### config.mk
export PLATFORM = sky130hd
export DESIGN_NAME = burst_rx_sat_cnt
export DESIGN_NICKNAME = d
export VERILOG_FILES = /design/src/rtl/burst_rx_checker.sv
export SDC_FILE = /design/constraint.sdc
export NUM_CORES = 1
export LEC_CHECK = 0
export BUFFER_PORTS_ARGS = -buffer_cell sky130_fd_sc_hd__buf_2
export CORE_MARGIN = 2
export CORE_UTILIZATION = 37
export CTS_CLUSTER_DIAMETER = 80
export DETAILED_ROUTE_END_ITERATION = 10
export HOLD_SLACK_MARGIN = 0.02
export SYNTH_ARGS = -nofsm -noshare
export SYNTH_HDL_FRONTEND = slang
export SYNTH_SLANG_ARGS = --single-unit
### constraint.sdc
create_clock -name clk -period 6.9 [get_ports clk]
set_input_delay 1.38 -clock clk [delete_from_list [all_inputs] [get_ports clk]]
set_output_delay 1.38 -clock clk [all_outputs]
set_load 0.01 [all_outputs]
### src/rtl/burst_rx_checker.sv
// Receive-side checker for PRBS-31 bursts: validates preamble/delimiter framing,
// compares payload against a self-seeded reference and keeps saturating status counters.

module burst_rx_sat_cnt #(
    parameter int CNT_W = 32,
    parameter int ADD_W = 6
) (
    input  logic             clk,
    input  logic             rst_n,
    input  logic             clear,
    input  logic [ADD_W-1:0] add,
    output logic [CNT_W-1:0] cnt
);
    logic [CNT_W:0] sum;

    assign sum = {1'b0, cnt} + {{(CNT_W + 1 - ADD_W){1'b0}}, add};

    always_ff @(posedge clk or negedge rst_n) begin
        if (!rst_n)           cnt <= '0;
        else if (clear)       cnt <= '0;
        else if (sum[CNT_W])  cnt <= '1;
        else                  cnt <= sum[CNT_W-1:0];
    end
endmodule


# After elaboration in Yosys (flattened, before gate mapping)
# Index checks and enable logic that the tools add are counted.
# totals
mem_count,0
in_bits,9
mem_bits_ro,0
word_cells,4
latch_bits,0
mem_bits_rw,0
output_inout_bits,32
ff_bits,32
# classes
n_div,0
eq_ne,0
shifts,0
order_cmp,0
addsub,1
multipliers,0
reduce_logical,0
bitwise_logic,0
n_mux,2
# op_table
cell,n
$mux 32,2
$add 32x6->33,1

# Longest topological paths before layout
# Gate-level depths: netlist (run 1).
# depth
depth_word,3
mapped_depth,8
ltp_nobuf,7

# Worst setup path before layout (run 1)
# No wires, ideal clock.
# synth_timing
kind,input-to-reg
start,in add[0]
end,reg cnt[28]
path_stages,8
setup_slack_ps,3461
t_arrival_ps,3339
required_time_ps,6801
cell_sequence,ha_1 > fa_1 > a21o_1 > a221oi_1 > buf_2 > nand2b_1 > nor3_1 > a311oi_1
# synth_via
elab_chain_len,3
# synth_rtl
element,line,rtl
start: declaration,11,"input logic [ADD_W-1:0] add,"
$add 32x6->33,16,"assign sum = {1'b0, cnt} + {{(CNT_W + 1 - ADD_W){1'b0}}, add};"
$mux 32,21,else if (sum[CNT_W]) cnt <= '1;
$mux 32,20,else if (clear) cnt <= '0;
end signal: assignment,22,else cnt <= sum[CNT_W-1:0];
end: declaration,12,output logic [CNT_W-1:0] cnt
# No other way between the ends.

# Worst setup path after layout (run 1)
# layout_timing
start,in add[4]
end,reg cnt[31]
# Same word-level chain as after synthesis.

==> metrics.txt, run 1 <==
Synth Flop Type dfrtp_1; wire length per cell 14.5 µm; Worst path top cell family by delay compound AO/OA/AOI/OAI gates; Detail Route Antenna Nets 0; Final Cycle Share 48.3%; grt total ovfl 0; Post-synth ARST share 100%; Hold Violations, Final 0; Diodes inserted 0; FF+latch count, synth 32; synthesized area per cell 9.94 µm²; Vias/cell 5.40; CP required 7.11 ns; gpl congestion 0.785; Reg2Reg Depth 6; sequential area share after synthesis 43.1%; die area 5610 µm²; clock skew 0.00219 ns; proportion of layout cells with a drive suffix above 1 26.9%; IO Count 41; worst slew pin tran 0.903 ns; gr usage total 17.3%; TritonRoute pass-1 iters 4; clk buf depth 2; final worst path period need 3.34 ns; Nets 242; Pins Over Slew Limit 0; pin count of the biggest net entering global routing 33; Post-DP HPWL 2880 µm; DR vias 1587; DRC 0; EDFF count, synth 0; worst min-delay path category reg -> reg; sequence of cells on the critical path buf_2 -> ha_1 -> and3_1 -> a21boi_1 -> o21ai_1 -> or4_1 -> a31oi_1; critical path class in -> reg; CTS tree done; number of global-route vias before repair 1502; Worst slew margin 39.4%; worst hold stages 1; VDD IR-drop max 135 µV; first-pass GRT wire length 7220 µm; Max stage delay cell, worst path or4_1; clock-pin transition on the worst setup and hold timing paths 0.07 ns; fmax 0.300 GHz; R2R setup slack 4.37 ns; final number of setup-violating endpoints 0; worst hold start cnt[28]$_DFF_PN0_; Hold Buf Count CTS 0; P per Cell Area 249 nW/µm²; Top Registers cnt (32); DIE HEIGHT 74.9 µm; Syn Std Cell Area 1860 µm²; post-synth cell types 43; Starting DRT DRC Count 79; crit path from add[4]; # rows 25; setup bufs post-CTS 0; CTS sink cnt 32; worst-skew pair later-pin latency 0.29 ns; Non-Filler Instances 294; Max-cap violations 0; Die Wd 74.9 µm; Pleak 0.000986 µW; Num CTS Buffers 5; drt total wl 4270 µm; Port Buffer Count 40; critical path buffer and inverter count 1; Core Region 4790 µm²; hold endpoint cnt[28]$_DFF_PN0_; max reg flops 32; Util after Layout 46.5%; RSZ-0062 raised after global routing no; total power 554 µW; Setup crit end kind flop; CP Data Arrival Time 3.55 ns; Post-Syn Nets 203; Syn Inst Count 187; Initial Utilization 38.8%; H-tree depth 2; Layout area overhead 19.7%; CTS Root Cell clkbuf_8; post_cts resized 0; initial antenna violation count 0; CP peak stage delay 0.57 ns; RR Startpoint cnt[4]$_DFF_PN0_; area of placed instances 2100 µm²; Post-Route Setup TNS 0 ns; status finished clean; largest register by flop count cnt; Finished Cell Area 2230 µm²; critical path launch point type primary input; Reg-to-Reg End cnt[31]$_DFF_PN0_; Crit Path Max Fanout 15; placed insts 286; synth warn 0
## cells by family (layout without fill, tap and decap cells)
family	count (synthesis)	count (layout)	synth area share [%]
AO/OA/AOI/OAI	59	59	21.1
AND/OR/NAND/NOR	59	59	19.1
flip-flops	32	32	43.1
XOR/XNOR	17	17	8.01
buffers and inverters	13	53	3.57
adder cells (fa/ha/maj)	7	7	5.11
## cells in the mapped netlist (3+ instances only)
cell | instances | area, µm²
nand4_1 | 3 | 18.8
xnor2_1 | 9 | 78.8
a21oi_2 | 8 | 70.1
nor3_1 | 9 | 45.0
nand2_1 | 9 | 33.8
dfrtp_1 | 32 | 801
a21oi_1 | 15 | 75.1
a21o_1 | 3 | 22.5
nand3_1 | 9 | 45.0
or4_1 | 4 | 30.0
nor2_1 | 5 | 18.8
inv_1 | 4 | 15.0
or3_1 | 4 | 25.0
o31ai_1 | 4 | 30.0
o21ai_1 | 5 | 25.0
and3_1 | 3 | 18.8
a31oi_1 | 10 | 62.6
clkbuf_1 | 5 | 18.8
ha_1 | 6 | 75.1
xor2_1 | 8 | 70.1
## placed cells by master (no fill, tap or decap), types with 2 or more instances in the layout
cell	n
nand3_1	9
a21o_1	3
and3_1	3
or4_1	4
clkbuf_8	7
nor2b_1	2
xnor2_1	9
o21ai_1	5
ha_1	6
nand2_1	9
nor2_1	5
a211oi_1	2
o211ai_1	2
nand4_1	3
o21ai_0	2
xor2_1	8
buf_2	40
nor3b_1	2
nor4b_1	2
nor3_1	9
inv_1	4
a31oi_1	10
a21oi_1	15
o31ai_1	4
a311oi_1	2
or3_1	4
dfrtp_1	32
a21oi_2	8
## report_power, final
part	total, µW	switching (µW)	leakage, µW	internal [µW]
combinational	141	80.9	0.000481	60.4
sequential	212	11.1	0.000440	201
clock	201	73.2	0.0000645	127
## per-stage QoR
| stage | hold slack, ns | setup WS [ns] |
|---|---|---|
| 2_1_floorplan | 0.552 | 3.46 |
| 3_3_place_gp | 0.521 | 3.36 |
| 3_5_place_dp | 0.526 | 3.27 |
| 4_1_cts | 0.535 | 3.58 |
| 5_1_grt | 0.559 | 3.39 |
| 6_report | 0.536 | 3.56 |
## per-layer routing
layer  track usage, %  wire length, µm  up-vias
li1                 -                -      779
met1             24.5             2060      762
met2             24.8             1910       39
met3             5.35              236        7
met4             6.55               57        0
met5                0                0        -
## cell type report
type                    count  area, µm²
fillers                   464       2560
well taps                  67       83.8
inverters                   4       15.0
clock buffers               7       96.3
flip-flops and latches     32        801
clock inverters             1       30.0
repair buffers             41        208
multi-input cells         142        992
## worst max-delay path by stage
stage / to / slack (ns) / cells past startpoint
2_1_floorplan: cnt[28]$_DFF_PN0_ / 3.46 / 8
3_5_place_dp: cnt[31]$_DFF_PN0_ / 3.27 / 7
5_1_grt: cnt[31]$_DFF_PN0_ / 3.39 / 7
6_report: cnt[31]$_DFF_PN0_ / 3.56 / 7
4_1_cts: cnt[31]$_DFF_PN0_ / 3.58 / 7
3_3_place_gp: cnt[31]$_DFF_PN0_ / 3.36 / 7
No activity file was read; power rests on OpenSTA's default activity.
==> inputs of run 2 (changes only) <==
==> constraint.sdc (replaced) <==
create_clock -name clk -period 3.3 [get_ports clk]
set_input_delay 0.66 -clock clk [delete_from_list [all_inputs] [get_ports clk]]
set_output_delay 0.66 -clock clk [all_outputs]
set_load 0.01 [all_outputs]
==> run 2 against run 1 <==
  * Worst hold slack got worse by 0.10 ns
  * Combinational power rose by 110%
  * Clock-buffer cell count rose by 1
  * Via count rose by 0.76%
  * Setup slack got worse by 2.8 ns
  * Flip-flop and latch count did not move
  * Utilization fell by 0.29 points
  * Largest power group unchanged
  * Sequential power rose by 110%
  * Non-clock buffer count rose by 3
  * Clock power rose by 55%
  * Die area did not move
==> metrics.txt, run 2 (same netlist as run 1, synthesis figures left out) <==
Post-Route Setup TNS 0 ns (unchanged); Initial Utilization 38.8% (unchanged); DR vias 1599 (+0.76%); Diodes inserted 0 (unchanged); clk buf depth 2 (unchanged); CP Data Arrival Time 2.63 ns (-0.92 ns); final worst path period need 2.49 ns; wire length per cell 14.3 µm (-1.8%); RR Startpoint cnt[0]$_DFF_PN0_; Vias/cell 5.38 (-0.26%); CTS Root Cell clkbuf_8; final number of setup-violating endpoints 0 (unchanged); Finished Cell Area 2210 µm² (-0.62%); Num CTS Buffers 5 (unchanged); CTS sink cnt 32 (unchanged); proportion of layout cells with a drive suffix above 1 27.0% (+0.084 points); DRC 0 (unchanged); CP peak stage delay 0.41 ns (-0.16 ns); initial antenna violation count 0 (unchanged); Starting DRT DRC Count 110 (+39%); VDD IR-drop max 287 µV (+110%); highest-count cells in the layout ignoring fill and taps buf_2, dfrtp_1, a21oi_1, a31oi_1; Detail Route Antenna Nets 0 (unchanged); Pins Over Slew Limit 0 (unchanged); Post-DP HPWL 2900 µm (+0.86%); clock-pin transition on the worst setup and hold timing paths 0.07 ns (about the same); Nets 245 (+1.2%); total power 1050 µW (+90%); Core Region 4790 µm² (unchanged); H-tree depth 2 (unchanged); Die Wd 74.9 µm (unchanged); worst min-delay path category in -> async; setup bufs post-CTS 0 (unchanged); Clock power frac 29.6% (-6.6 points); Internal 719 µW (+85%); area used by multi-input combinational logic 992 µm² (unchanged); CP required 3.44 ns (-3.67 ns); Combinational Power Share 28.2% (+2.7 points); P per Cell Area 476 nW/µm² (+91%); Seq pwr share 42.1% (+3.8 points); R2R setup slack 0.90 ns (-3.47 ns); Top Registers cnt (32); TritonRoute pass-1 iters 4 (unchanged); register area 801 µm² (unchanged); critical path launch point type primary input; gpl congestion 0.765 (-2.6%); NetSw 335 µW (+100%); die area 5610 µm² (unchanged); Setup crit end kind flop; Net Sw Frac 31.8% (+2.0 points); pin count of the biggest net entering global routing 33 (unchanged); post_cts resized 0 (unchanged); DIE HEIGHT 74.9 µm (unchanged); largest register by flop count cnt; Worst path top cell family by delay adder cells; Layout area overhead 19.0%; worst-skew pair later-pin latency 0.28 ns (about the same); commonest non-fill, non-tap cell in the layout buf_2; IO Count 41 (unchanged); grt total ovfl 0 (unchanged); RSZ-0062 raised after global routing no; Max stage delay cell, worst path fa_1; Worst slew margin 51.0% (+12 points); worst slew pin tran 0.735 ns (-0.168 ns); critical path buffer and inverter count 2 (+1); clock skew 0.00570 ns (+0.00351 ns); fmax 0.401 GHz; Port Buffer Count 40 (unchanged); sequence of cells on the critical path buf_2 -> ha_1 -> fa_1 -> a21o_1 -> a221oi_1 -> buf_4 -> nor4_4 -> nand2_4 -> a31oi_1; Reg-to-Reg End cnt[29]$_DFF_PN0_; Crit Path Max Fanout 26 (+11); # rows 25 (unchanged); Fill cells 490 (+5.6%); area of placed instances 2120 µm² (+1.1%); status finished clean; Pleak 0.000980 µW (-0.53%); number of global-route vias before repair 1476 (-1.7%); Reg2Reg Depth 8 (+2); Final Cycle Share 75.5%; Hold Violations, Final 0 (unchanged); critical path class in -> reg; drt total wl 4240 µm (-0.77%); Hold Buf Count CTS 0 (unchanged); CTS tree done; gr usage total 16.6% (-0.63 points); max reg flops 32 (unchanged); Max-cap violations 0 (unchanged); first-pass GRT wire length 7040 µm (-2.5%)
run 2: worst max-delay path by stage:
| stage | depth (start not counted) | slack (ns) | from | end |
|---|---|---|---|---|
| floorplan | 8 | 0.58 | add[0] | cnt[28]$_DFF_PN0_ |
| global route | 8 | 0.63 | add[4] | cnt[18]$_DFF_PN0_ |
| finish | 9 | 0.81 | add[0] | cnt[29]$_DFF_PN0_ |
| global placement | 9 | 0.50 | add[0] | cnt[28]$_DFF_PN0_ |
| detailed placement | 9 | 0.50 | add[0] | cnt[29]$_DFF_PN0_ |
| CTS | 8 | 0.80 | add[4] | cnt[29]$_DFF_PN0_ |
run 2: area by class of cell:
class                   count  share of cell area, %
clock buffers               8                   4.07
flip-flops and latches     32                   36.2
inverters                   4                  0.679
multi-input cells         142                   44.9
repair buffers             44                   10.4
well taps                  67                   3.79
run 2: per-layer routing:
metal	vias up	GRT usage, %	routed length, µm
li1	787	-	-
met1	776	23.0	2090
met2	29	25.3	1910
met3	7	4.28	174
met4	0	5.95	57
met5	-	0	0
run 2: metrics by stage:
step / hold slack (ns) / worst slack (ns) / utilization (%) / std cells
after CTS: 0.462 / 0.803 / 46.2 / 297
after global routing: 0.497 / 0.629 / 46.2 / 297
after floorplan: 0.364 / 0.581 / - / 187
after global placement: 0.547 / 0.497 / 44.3 / 289
after detailed placement: 0.540 / 0.502 / 44.3 / 289
final: 0.432 / 0.809 / 46.2 / 297
run 2: power groups by stage:
| stage | clock, µW | sequential [µW] | combinational, µW |
|---|---|---|---|
| floorplan | 0 | 463 | 199 |
| global placement | 0 | 452 | 299 |
| detailed placement | 0 | 451 | 300 |
| CTS | 323 | 445 | 301 |
| global route | 338 | 448 | 331 |
| finish | 312 | 444 | 298 |
==> inputs of run 3 (changes only) <==
--- a/config.mk
+++ b/config.mk
@@ -5,6 +5,7 @@
 export SDC_FILE = /design/constraint.sdc
 export NUM_CORES = 1
 export LEC_CHECK = 0
+export ABC_AREA = 1
 export BUFFER_PORTS_ARGS = -buffer_cell sky130_fd_sc_hd__buf_2
 export CORE_MARGIN = 2
 export CORE_UTILIZATION = 37
==> constraint.sdc (replaced) <==
create_clock -name clk -period 2.1 [get_ports clk]
set_input_delay 0.42 -clock clk [delete_from_list [all_inputs] [get_ports clk]]
set_output_delay 0.42 -clock clk [all_outputs]
set_load 0.01 [all_outputs]
==> run 3 against run 2 <==
  * Clock power up 68%
  * Setup slack got worse by 0.64 ns
  * Largest power group unchanged
  * Global-route usage rose by 2.7 points
  * Clock skew rose by 0.00069 ns
  * Utilization is 0.60 points lower
  * Critical endpoint is now cnt[10]$_DFF_PN0_
  * Synthesized cell count is 87% higher
  * Highest routed layer unchanged
  * Combinational power is 82% higher
  * Sequential power up 58%
  * Via count increased by 46%
  * Flip-flop and latch count unchanged
==> metrics.txt, run 3 <==
worst-skew pair later-pin latency 0.29 ns (about the same); setup bufs post-CTS 0 (unchanged); Finished Cell Area 2880 µm² (+30%); Nets 423 (+73%); synthesized area per cell 6.86 µm² (-31%); highest-count cells in the layout ignoring fill and taps nand2_1, inv_1, nand3_1, buf_2, nor2_1; CTS sink cnt 32 (unchanged); max reg flops 32 (unchanged); CTS Root Cell clkbuf_8; area of placed instances 2780 µm² (+31%); critical path launch point type flop; drt total wl 6440 µm (+52%); gr usage total 19.3% (+2.7 points); Initial Utilization 37.9% (-0.92 points); clock-pin transition on the worst setup and hold timing paths 0.07 ns (about the same); NetSw 572 µW (+71%); Starting DRT DRC Count 171 (+55%); Num CTS Buffers 5 (unchanged); DR vias 2339 (+46%); H-tree depth 2 (unchanged); first-pass GRT wire length 10900 µm (+55%); RSZ-0062 raised after global routing no; critical path class reg -> reg; Fill cells 683 (+39%); Clock power frac 29.7% (about the same); EDFF count, synth 0 (unchanged); sequence of cells on the critical path ha_1 -> nand2_1 -> nor2_1 -> nand2_2 -> nand2_4 -> nand4_4 -> buf_4 -> a21oi_1; Setup crit end kind flop; Port Buffer Count 40 (unchanged); Hold Violations, Final 0 (unchanged); sequential area share after synthesis 33.4% (-9.6 points); fmax 0.518 GHz; Seq pwr share 39.7% (-2.4 points); TritonRoute pass-1 iters 4 (unchanged); proportion of layout cells with a drive suffix above 1 21.9% (-5.1 points); CTS tree done; Post-synth ARST share 100% (unchanged); DIE HEIGHT 84.5 µm (+13%); Syn Inst Count 349 (+87%); Crit Path Max Fanout 15 (-42%); Util after Layout 45.6% (-0.60 points); final worst path period need 1.93 ns; CP required 2.31 ns (-1.13 ns); Non-Filler Instances 484 (+63%); post-synth cell types 32 (-26%); main area contributors after synthesis dfrtp_1, nand2_1, inv_1; Net Sw Frac 32.4% (+0.59 points); count leader, synth nand2_1; status finished clean; IO Count 41 (unchanged); VDD IR-drop max 282 µV (-1.9%); Combinational Power Share 30.6% (+2.4 points); die area 7130 µm² (+27%); Worst path top cell family by delay simple AND/OR/NAND/NOR gates; Layout area overhead 20.3%; # rows 29 (+16%); number of global-route vias before repair 2301 (+56%); P per Cell Area 613 nW/µm² (+29%); synth warn 0 (unchanged); Post-Syn Nets 365 (+80%); FF+latch count, synth 32 (unchanged); Detail Route Antenna Nets 0 (unchanged); Post-DP HPWL 5070 µm (+75%); worst slew pin tran 0.736 ns (+0.00152 ns); Syn Std Cell Area 2390 µm² (+29%); wire length per cell 13.3 µm (-6.7%); Final Cycle Share 91.9%; Worst slew margin 50.9% (-0.10 points); post-synth top area share 33.4% (-9.6 points); initial antenna violation count 0 (unchanged); commonest non-fill, non-tap cell in the layout nand2_1; slack of the critical path 0.170 ns (-0.639 ns); clock skew 0.00639 ns (+0.000687 ns); grt total ovfl 0 (unchanged); Synth Flop Type dfrtp_1; Vias/cell 4.83 (-10%); cell taking the most area after synthesis dfrtp_1; pin count of the biggest net entering global routing 33 (unchanged); worst min-delay path category in -> async; critical path buffer and inverter count 1 (-1); DRC 0 (unchanged); largest register by flop count cnt; CP Data Arrival Time 2.14 ns (-0.49 ns); Diodes inserted 0 (unchanged); Pins Over Slew Limit 0 (unchanged); CP peak stage delay 0.38 ns (-0.03 ns); most frequent cells after synthesis nand2_1, inv_1, nand3_1; Internal 1200 µW (+66%); placed insts 477 (+65%); worst hold margin 0.196 ns (-0.236 ns); Top Registers cnt (32); Max-cap violations 0 (unchanged); Max stage delay cell, worst path dfrtp_1; gpl congestion 0.959 (+25%); Setup WS pre-CTS -0.0617 ns (-0.564 ns); Pleak 0.00164 µW (+68%); Die Wd 84.5 µm (+13%); final number of setup-violating endpoints 0 (unchanged); clk buf depth 2 (unchanged); Core Region 6310 µm² (+32%)
## run 3: cell types whose count changed in the layout (fill, tap and decap cells not counted), sizes merged, moves of 7 or more
cell	previous run	this run
nand2	10	99
nand4	3	10
a31oi	10	0
nand3	10	49
a21oi	23	16
nor2	5	37
inv	4	67
buf	44	56
## run 3: final timing paths
| check | cells past startpoint | slack (ns) | start | to |
|---|---|---|---|---|
| setup reg to reg | 8 | 0.17 | cnt[4]$_DFF_PN0_ | cnt[10]$_DFF_PN0_ |
| min in group clk | 4 | 0.53 | add[0] | cnt[0]$_DFF_PN0_ |
| hold reg to reg | 4 | 0.61 | cnt[30]$_DFF_PN0_ | cnt[30]$_DFF_PN0_ |
| hold / removal | 1 | 0.20 | rst_n | cnt[10]$_DFF_PN0_ |
| max in group asynchronous | 1 | 1.43 | rst_n | cnt[27]$_DFF_PN0_ |
| setup / recovery | 8 | 0.17 | cnt[4]$_DFF_PN0_ | cnt[10]$_DFF_PN0_ |
## run 3: what timing repair did
item                       4_1_cts  5_1_grt
resized for setup                0        3
hold buffers                     0        0
setup endpoints to repair        0       16
## run 3: stage by stage
step	total power (µW)	setup TNS, ns
CTS	1790	0
finish	1770	0
detailed placement	1260	-0.553
global route	1900	0
floorplan	1040	0
global placement	1250	-0.217
## run 3: layout make-up
cell class	instances	area, µm²	area share, %
Clock buffer	7	96.3	3.34
Inverter	67	251	8.73
Multi-Input combinational cell	245	1320	45.7
Sequential cell	32	801	27.8
Tap cell	77	96.3	3.34
Timing Repair Buffer	56	320	11.1
## run 3: worst register-to-register path: cells and delay by family, from the launching register on
| family | cells | cell delay, ns |
|---|---|---|
| compound gates | 1 | 0.15 |
| fa+ha+maj | 1 | 0.36 |
| buf+inv | 1 | 0.28 |
| flops | 1 | 0.38 |
| simple gates | 5 | 0.70 |
## run 3: cell families after synthesis
kind of cell,share of synthesized area [%]
DFF,33.4
AOI/OAI and AO/OA,4.75
adders and majority gates,3.97
and+or+nand+nor,41.8
buffers and inverters,12.0
xor gates and xnor gates,4.02
## run 3: power by group through the flow
| stage | Combinational, µW | Clock, µW | Sequential (µW) |
|---|---|---|---|
| 6_report | 541 | 524 | 701 |
| 5_1_grt | 616 | 574 | 707 |
| 4_1_cts | 546 | 543 | 702 |
| 3_5_place_dp | 544 | 0 | 713 |
| 3_3_place_gp | 541 | 0 | 712 |
| 2_1_floorplan | 304 | 0 | 733 |
## run 3: per-layer routing
layer  wire (µm)  part of all wire (%)  vias up  global-route usage [%]
met4         118                   1.8        0                    6.64
li1            -                     -     1201                       -
met1        2990                    46     1069                    27.3
met2        2940                    46       61                    29.9
met3         388                   6.0        8                    3.24
met5           0                     0        -                       0
